[src/rtl/message_scroller_pkg.sv]
// Shared definitions for the scrolling four-digit seven-segment character path:
// anode strobe patterns, digit index type, boot message and commit FSM encoding.
package message_scroller_pkg;

    typedef logic [1:0] digit_t;

    localparam digit_t     DIG_AN0  = 2'd3;
    localparam logic [3:0] AN_BLANK = 4'b1111;

    // Indexed by digit: an3 first, an0 last; bit order is {an3, an2, an1, an0}.
    localparam logic [3:0] AN_PATTERN [4] = '{4'b0111, 4'b1011, 4'b1101, 4'b1110};

    // Entry i lives at bits [4i +: 4], giving "0123456789ABCDEF".
    localparam logic [63:0] RESET_MSG = 64'hFEDC_BA98_7654_3210;

    typedef enum logic {
        CS_IDLE    = 1'b0,
        CS_PENDING = 1'b1
    } commit_state_t;

    function automatic logic [3:0] an_pattern(input digit_t d);
        return AN_PATTERN[d];
    endfunction

    function automatic logic [3:0] reset_nibble(input int i);
        return RESET_MSG[4*i +: 4];
    endfunction

endpackage

[src/rtl/message_scroller_digit_scan.sv]
// Digit multiplex timer: holds each digit for SCAN_DIV cycles, walks an3..an0,
// and flags the last cycle of every an0 period as the frame boundary.
module digit_scan_timer
    import message_scroller_pkg::*;
#(
    parameter int SCAN_DIV = 800
) (
    input  logic   clk,
    input  logic   reset,
    output digit_t next_dig,
    output logic   frame_end
);

    localparam int            CW       = (SCAN_DIV > 1) ? $clog2(SCAN_DIV) : 1;
    localparam logic [CW-1:0] CNT_LAST = CW'(SCAN_DIV - 1);

    logic          running;
    logic [CW-1:0] cnt;
    digit_t        dig;
    logic          last_cnt;

    assign last_cnt  = (cnt == CNT_LAST);
    assign frame_end = running && last_cnt && (dig == DIG_AN0);

    // The display registers load from next_dig, so the first post-reset edge lights an3.
    always_comb begin
        next_dig = dig;
        if (running && last_cnt) begin
            next_dig = digit_t'(dig + 2'd1);
        end
    end

    always_ff @(posedge clk or posedge reset) begin
        if (reset) begin
            running <= 1'b0;
            cnt     <= '0;
            dig     <= '0;
        end else begin
            running <= 1'b1;
            dig     <= next_dig;
            if (running) begin
                cnt <= last_cnt ? '0 : cnt + CW'(1);
            end
        end
    end

endmodule

[src/rtl/message_scroller.sv]
// Double-buffered 16-nibble message source for the seven-segment display:
// scans four consecutive nibbles onto the anodes and scrolls the window per frame count.
module message_scroller
    import message_scroller_pkg::*;
#(
    parameter int MSG_LEN       = 16,
    parameter int SCAN_DIV      = 800,
    parameter int SCROLL_FRAMES = 1000
) (
    input  logic       clk,
    input  logic       reset,
    input  logic       wr_en,
    input  logic [3:0] wr_addr,
    input  logic [3:0] wr_data,
    output logic       wr_ready,
    input  logic       commit,
    output logic       commit_pending,
    input  logic       pause,
    output logic [3:0] char,
    output logic       an3,
    output logic       an2,
    output logic       an1,
    output logic       an0,
    output logic [3:0] scroll_pos
);

    localparam int            FW         = (SCROLL_FRAMES > 1) ? $clog2(SCROLL_FRAMES) : 1;
    localparam logic [FW-1:0] FRAME_LAST = FW'(SCROLL_FRAMES - 1);
    localparam logic [3:0]    IDX_MASK   = 4'(MSG_LEN - 1);

    commit_state_t state;
    logic [3:0]    active_buf [MSG_LEN];
    logic [3:0]    shadow_buf [MSG_LEN];
    logic [FW-1:0] frame_cnt;
    digit_t        next_dig;
    logic          frame_end;
    logic          apply_commit;
    logic          scroll_step;
    logic          wr_accept;
    logic [3:0]    pos_next;
    logic [3:0]    char_next;

    digit_scan_timer #(
        .SCAN_DIV (SCAN_DIV)
    ) u_scan (
        .clk       (clk),
        .reset     (reset),
        .next_dig  (next_dig),
        .frame_end (frame_end)
    );

    function automatic logic [3:0] msg_index(input logic [3:0] base, input digit_t d);
        return (base + {2'b00, d}) & IDX_MASK;
    endfunction

    assign wr_accept    = wr_en && wr_ready;
    assign apply_commit = frame_end && (state == CS_PENDING);
    assign scroll_step  = frame_end && (frame_cnt == FRAME_LAST) && !pause;

    // On the applying edge the shadow is read directly so new content shows without a lag cycle.
    always_comb begin
        pos_next  = scroll_pos;
        char_next = active_buf[msg_index(scroll_pos, next_dig)];
        if (apply_commit) begin
            pos_next  = '0;
            char_next = shadow_buf[msg_index(4'd0, next_dig)];
        end else if (scroll_step) begin
            pos_next  = msg_index(scroll_pos, 2'd1);
            char_next = active_buf[msg_index(pos_next, next_dig)];
        end
    end

    always_ff @(posedge clk or posedge reset) begin
        if (reset) begin
            state          <= CS_IDLE;
            commit_pending <= 1'b0;
            wr_ready       <= 1'b1;
        end else begin
            case (state)
                CS_IDLE: begin
                    if (commit) begin
                        state          <= CS_PENDING;
                        commit_pending <= 1'b1;
                        wr_ready       <= 1'b0;
                    end
                end
                CS_PENDING: begin
                    if (frame_end) begin
                        state          <= CS_IDLE;
                        commit_pending <= 1'b0;
                        wr_ready       <= 1'b1;
                    end
                end
                default: begin
                    state          <= CS_IDLE;
                    commit_pending <= 1'b0;
                    wr_ready       <= 1'b1;
                end
            endcase
        end
    end

    always_ff @(posedge clk or posedge reset) begin
        if (reset) begin
            for (int i = 0; i < MSG_LEN; i++) begin
                active_buf[i] <= reset_nibble(i);
                shadow_buf[i] <= reset_nibble(i);
            end
        end else begin
            if (wr_accept) begin
                shadow_buf[wr_addr] <= wr_data;
            end
            if (apply_commit) begin
                for (int i = 0; i < MSG_LEN; i++) begin
                    active_buf[i] <= shadow_buf[i];
                end
            end
        end
    end

    always_ff @(posedge clk or posedge reset) begin
        if (reset) begin
            frame_cnt            <= '0;
            scroll_pos           <= '0;
            char                 <= '0;
            {an3, an2, an1, an0} <= AN_BLANK;
        end else begin
            if (apply_commit) begin
                frame_cnt <= '0;
            end else if (frame_end) begin
                frame_cnt <= (frame_cnt == FRAME_LAST) ? '0 : frame_cnt + FW'(1);
            end
            scroll_pos           <= pos_next;
            char                 <= char_next;
            {an3, an2, an1, an0} <= an_pattern(next_dig);
        end
    end

endmodule

[config.mk]
export PLATFORM = sky130hd
export DESIGN_NAME = message_scroller
export DESIGN_NICKNAME = d
export VERILOG_FILES = /design/src/rtl/message_scroller_pkg.sv /design/src/rtl/message_scroller_digit_scan.sv /design/src/rtl/message_scroller.sv
export SDC_FILE = /design/constraint.sdc
export NUM_CORES = 1
export LEC_CHECK = 0
export CAP_MARGIN = 40
export CORE_MARGIN = 5
export CORE_UTILIZATION = 25
export CTS_CLUSTER_DIAMETER = 50
export CTS_CLUSTER_SIZE = 28
export DETAILED_ROUTE_END_ITERATION = 16
export PLACE_DENSITY_LB_ADDON = 0.12
export SLEW_MARGIN = 15
export SYNTH_ARGS = -nofsm -noshare
export SYNTH_HDL_FRONTEND = slang
export SYNTH_SLANG_ARGS = --single-unit
export TNS_END_PERCENT = 30
[constraint.sdc]
create_clock -name clk -period 5.92 [get_ports clk]
set_input_delay 0.592 -clock clk [delete_from_list [all_inputs] [get_ports clk]]
set_output_delay 0.592 -clock clk [all_outputs]
set_load 0.005 [all_outputs]
==> run metrics <==
Setup Buffers After CTS=0; RSZ-0062 raised after global routing=no; Max Clk Rate=0.238 GHz; Fin Clk Skew=0.0198 ns; Vias/cell=4.68; CTS resizes=0; syn_nets=590; Initial Utilization=25.3%; Post-route DRC=0; synthesized area per cell=14.0 um^2; MaxCap Viol Count=0; dpl hpwl=13.9 mm; area post-placement=8760 um^2; fill count=3215; first-pass GRT wire length=30.9 mm; Hold Crit Class=flop to flop; relative slew slack=44.2%; Startpoint Class=flop; WP data arrival=4.51 ns; met1 WL=9.84 mm; antenna fix cells=0; outcome=finished, final reports clean; fin crit share=71.0%; area leader, netlist=dfrtp_1; die height=189 um; Post-synth EDFFs=0; WS Path Type=flop to flop; met2 WL=8.99 mm; asr flop ratio synth=100%; met3 WL=548 um; CP Cell Sequence=or4b_4 > nor3_2 > xnor2_1 > inv_2 > ha_2 > ha_1 > a311o_1 > xor2_2 > mux2_1 > and3_1 > a2111o_1; Synth cell types=45; total number of vias=4749; fraction of layout cells with a size suffix above 1=46.9%; Reg clk slew, reported paths=0.07 ns; Yosys reg bits=166; CTS Buf Count=17; total number of yosys warnings=0; setup slack, reg-to-reg=1.72 ns; H-tree Lvls=4; Buffers on Ports=26; endpoints failing hold=0; CTS Root Cell=clkbuf_16; cell area after layout=9410 um^2; Crit Path Max Fanout=8; CP startpoint=u_scan.cnt[5]; maximum number of pins on one net before global-route repair=78; initial antenna violation count=0; CORE AREA=31600 um^2; register area share after synthesis=53.1%; worst slew pin tran=0.835 ns; Die X=189 um; crit path max-delay cell type=or4b_4; R2R Path Start=u_scan.cnt[5]; critical path endpoint category=flop; clk_lat worst skew=0.44 ns; gr ovfl total=0; Post-synth top flop=dfrtp_1; CP max stage delay=0.61 ns; Tmin final=4.20 ns; Lkg Pwr=0.00403 uW; final max-slew violation count=0; R2R depth=11; Critical Path RT=6.23 ns; CTS tree=done; hold_buf cts=0; fin nets=620; worst vdd ir=0.189 mV; GP Congestion=0.749; CTS sink cnt=166; initial detailed-routing violation count=206; area grow syn2layout=17.9%; wire per inst=19.3 um; Mapped Cells=569; WL final=19.6 mm; vias in the first global route=5021; TritonRoute pass-1 iters=6; Final Setup Violations=0; CTS max path bufs=2; Synth area leaders=dfrtp_1 30%, dfstp_2 23%, mux2_2 18%, mux4_2 10%, mux2i_1 2.3%; reg2reg end=char[3]; top sig layer=met4; All-Layer GR Usage=11.4%; post-route ant nets=0; die area=35600 um^2; Pwr per Cell Area=286 nW/um^2; post-synth top area share=30.4%; synthesized cell area=7980 um^2; # rows=65; I/O pins=27; Worst setup endpoint=char[3]; setup_tns=0 ns
-- Yosys cell counts, types with 3 or more instances --
cell	number
a2111o_1	4
a21oi_1	6
and2_1	3
and3_1	8
buf_1	3
clkbuf_1	22
dfrtp_1	97
dfstp_2	69
ha_1	8
inv_1	7
mux2_1	4
mux2_2	128
mux2i_1	18
mux4_2	36
nand2_1	33
nand2b_1	4
nand3_1	11
nand4_1	9
nor2_1	26
nor2b_1	4
nor3_1	6
o21ai_0	18
or4_1	3
xnor2_1	8
xor2_1	8
-- cell type report --
cell class                 count  area, um^2  area share (%)
sequential                   166        4240            45.1
multi-input combinational    370        3620            38.5
tap                          402         503            5.35
clock buffer                  19         453            4.81
timing repair buffer          36         369            3.92
clock inverter                13         189            2.01
inverter                       8        35.0           0.372
-- kinds of logic (layout without fill, tap and decap cells) --
family          Yosys count  after routing  synth area share (%)
fa+ha+maj                 8              8                  1.25
compound gates           39             39                  3.26
xor+xnor                 18             18                  2.16
mux                     186            186                  31.0
other cells               1              1                0.0470
flops                   166            166                  53.1
simple gates            118            118                  7.53
buf+inv                  33             76                  1.55
-- state kept, by name, indices dropped and copies added (netlist names), 2 cells and up --
name / flops
char: 4
u_scan.cnt: 10
scroll_pos: 4
u_scan.dig: 2
frame_cnt: 10
shadow_buf: 64
active_buf: 64
-- cell usage in the layout, fill, tap and decap left out, types with 4 or more instances in the layout --
cell type	n
mux2_2	128
dfrtp_1	97
dfstp_2	69
mux4_2	36
nand2_1	32
nor2_1	26
clkdlybuf4s50_1	26
o21ai_0	18
mux2i_1	18
clkbuf_16	17
nand3_1	11
nand4_1	9
and3_1	8
xor2_1	8
xnor2_1	8
ha_1	7
inv_1	6
a21oi_1	6
nor3_1	6
buf_4	5
nand2b_1	4
nor2b_1	4
mux2_1	4
a2111o_1	4
-- worst max-delay path, delay by kind of cell, from the launching register on --
kind,cells,cell delay (ns)
flops,1,0.46
fa+ha+maj,2,0.43
compound gates,2,0.61
mux,1,0.38
simple gates,3,1.10
xor+xnor,2,0.89
buf+inv,1,0.20
-- routing by layer --
metal / global-route usage (%) / up-vias
li1: - / 2167
met1: 16.5 / 2511
met2: 17.2 / 56
met3: 2.85 / 15
met4: 3.00 / 0
met5: 0 / -
-- worst min path at each step --
stage          slack [ns]      startpoint              to  depth (start not counted)
4_1_cts              0.50  shadow_buf[26]  active_buf[26]                          1
5_1_grt              0.52  shadow_buf[26]  shadow_buf[26]                          1
3_3_place_gp         0.48  shadow_buf[35]  active_buf[35]                          1
2_1_floorplan        0.47    frame_cnt[1]    frame_cnt[1]                          2
6_report             0.50  shadow_buf[45]  shadow_buf[45]                          1
3_5_place_dp         0.49  shadow_buf[28]  shadow_buf[28]                          1
-- power breakdown --
part / switching [uW] / internal (uW) / total (uW)
Combinational: 76.9 / 88.5 / 165
Sequential: 67.0 / 1250 / 1320
Clock: 505 / 703 / 1210
-- metrics by stage --
step | utilization, % | power [uW] | setup slack [ns] | cells | hold slack, ns
floorplan | - | 1440 | 0.952 | 569 | 0.468
global placement | 27.6 | 1500 | 1.58 | 977 | 0.483
detailed placement | 27.7 | 1510 | 1.49 | 981 | 0.491
CTS | 29.8 | 2740 | 1.44 | 1013 | 0.501
global route | 29.8 | 2820 | 1.51 | 1014 | 0.524
finish | 29.8 | 2690 | 1.72 | 1014 | 0.504
(Power assumes the default switching activity.)
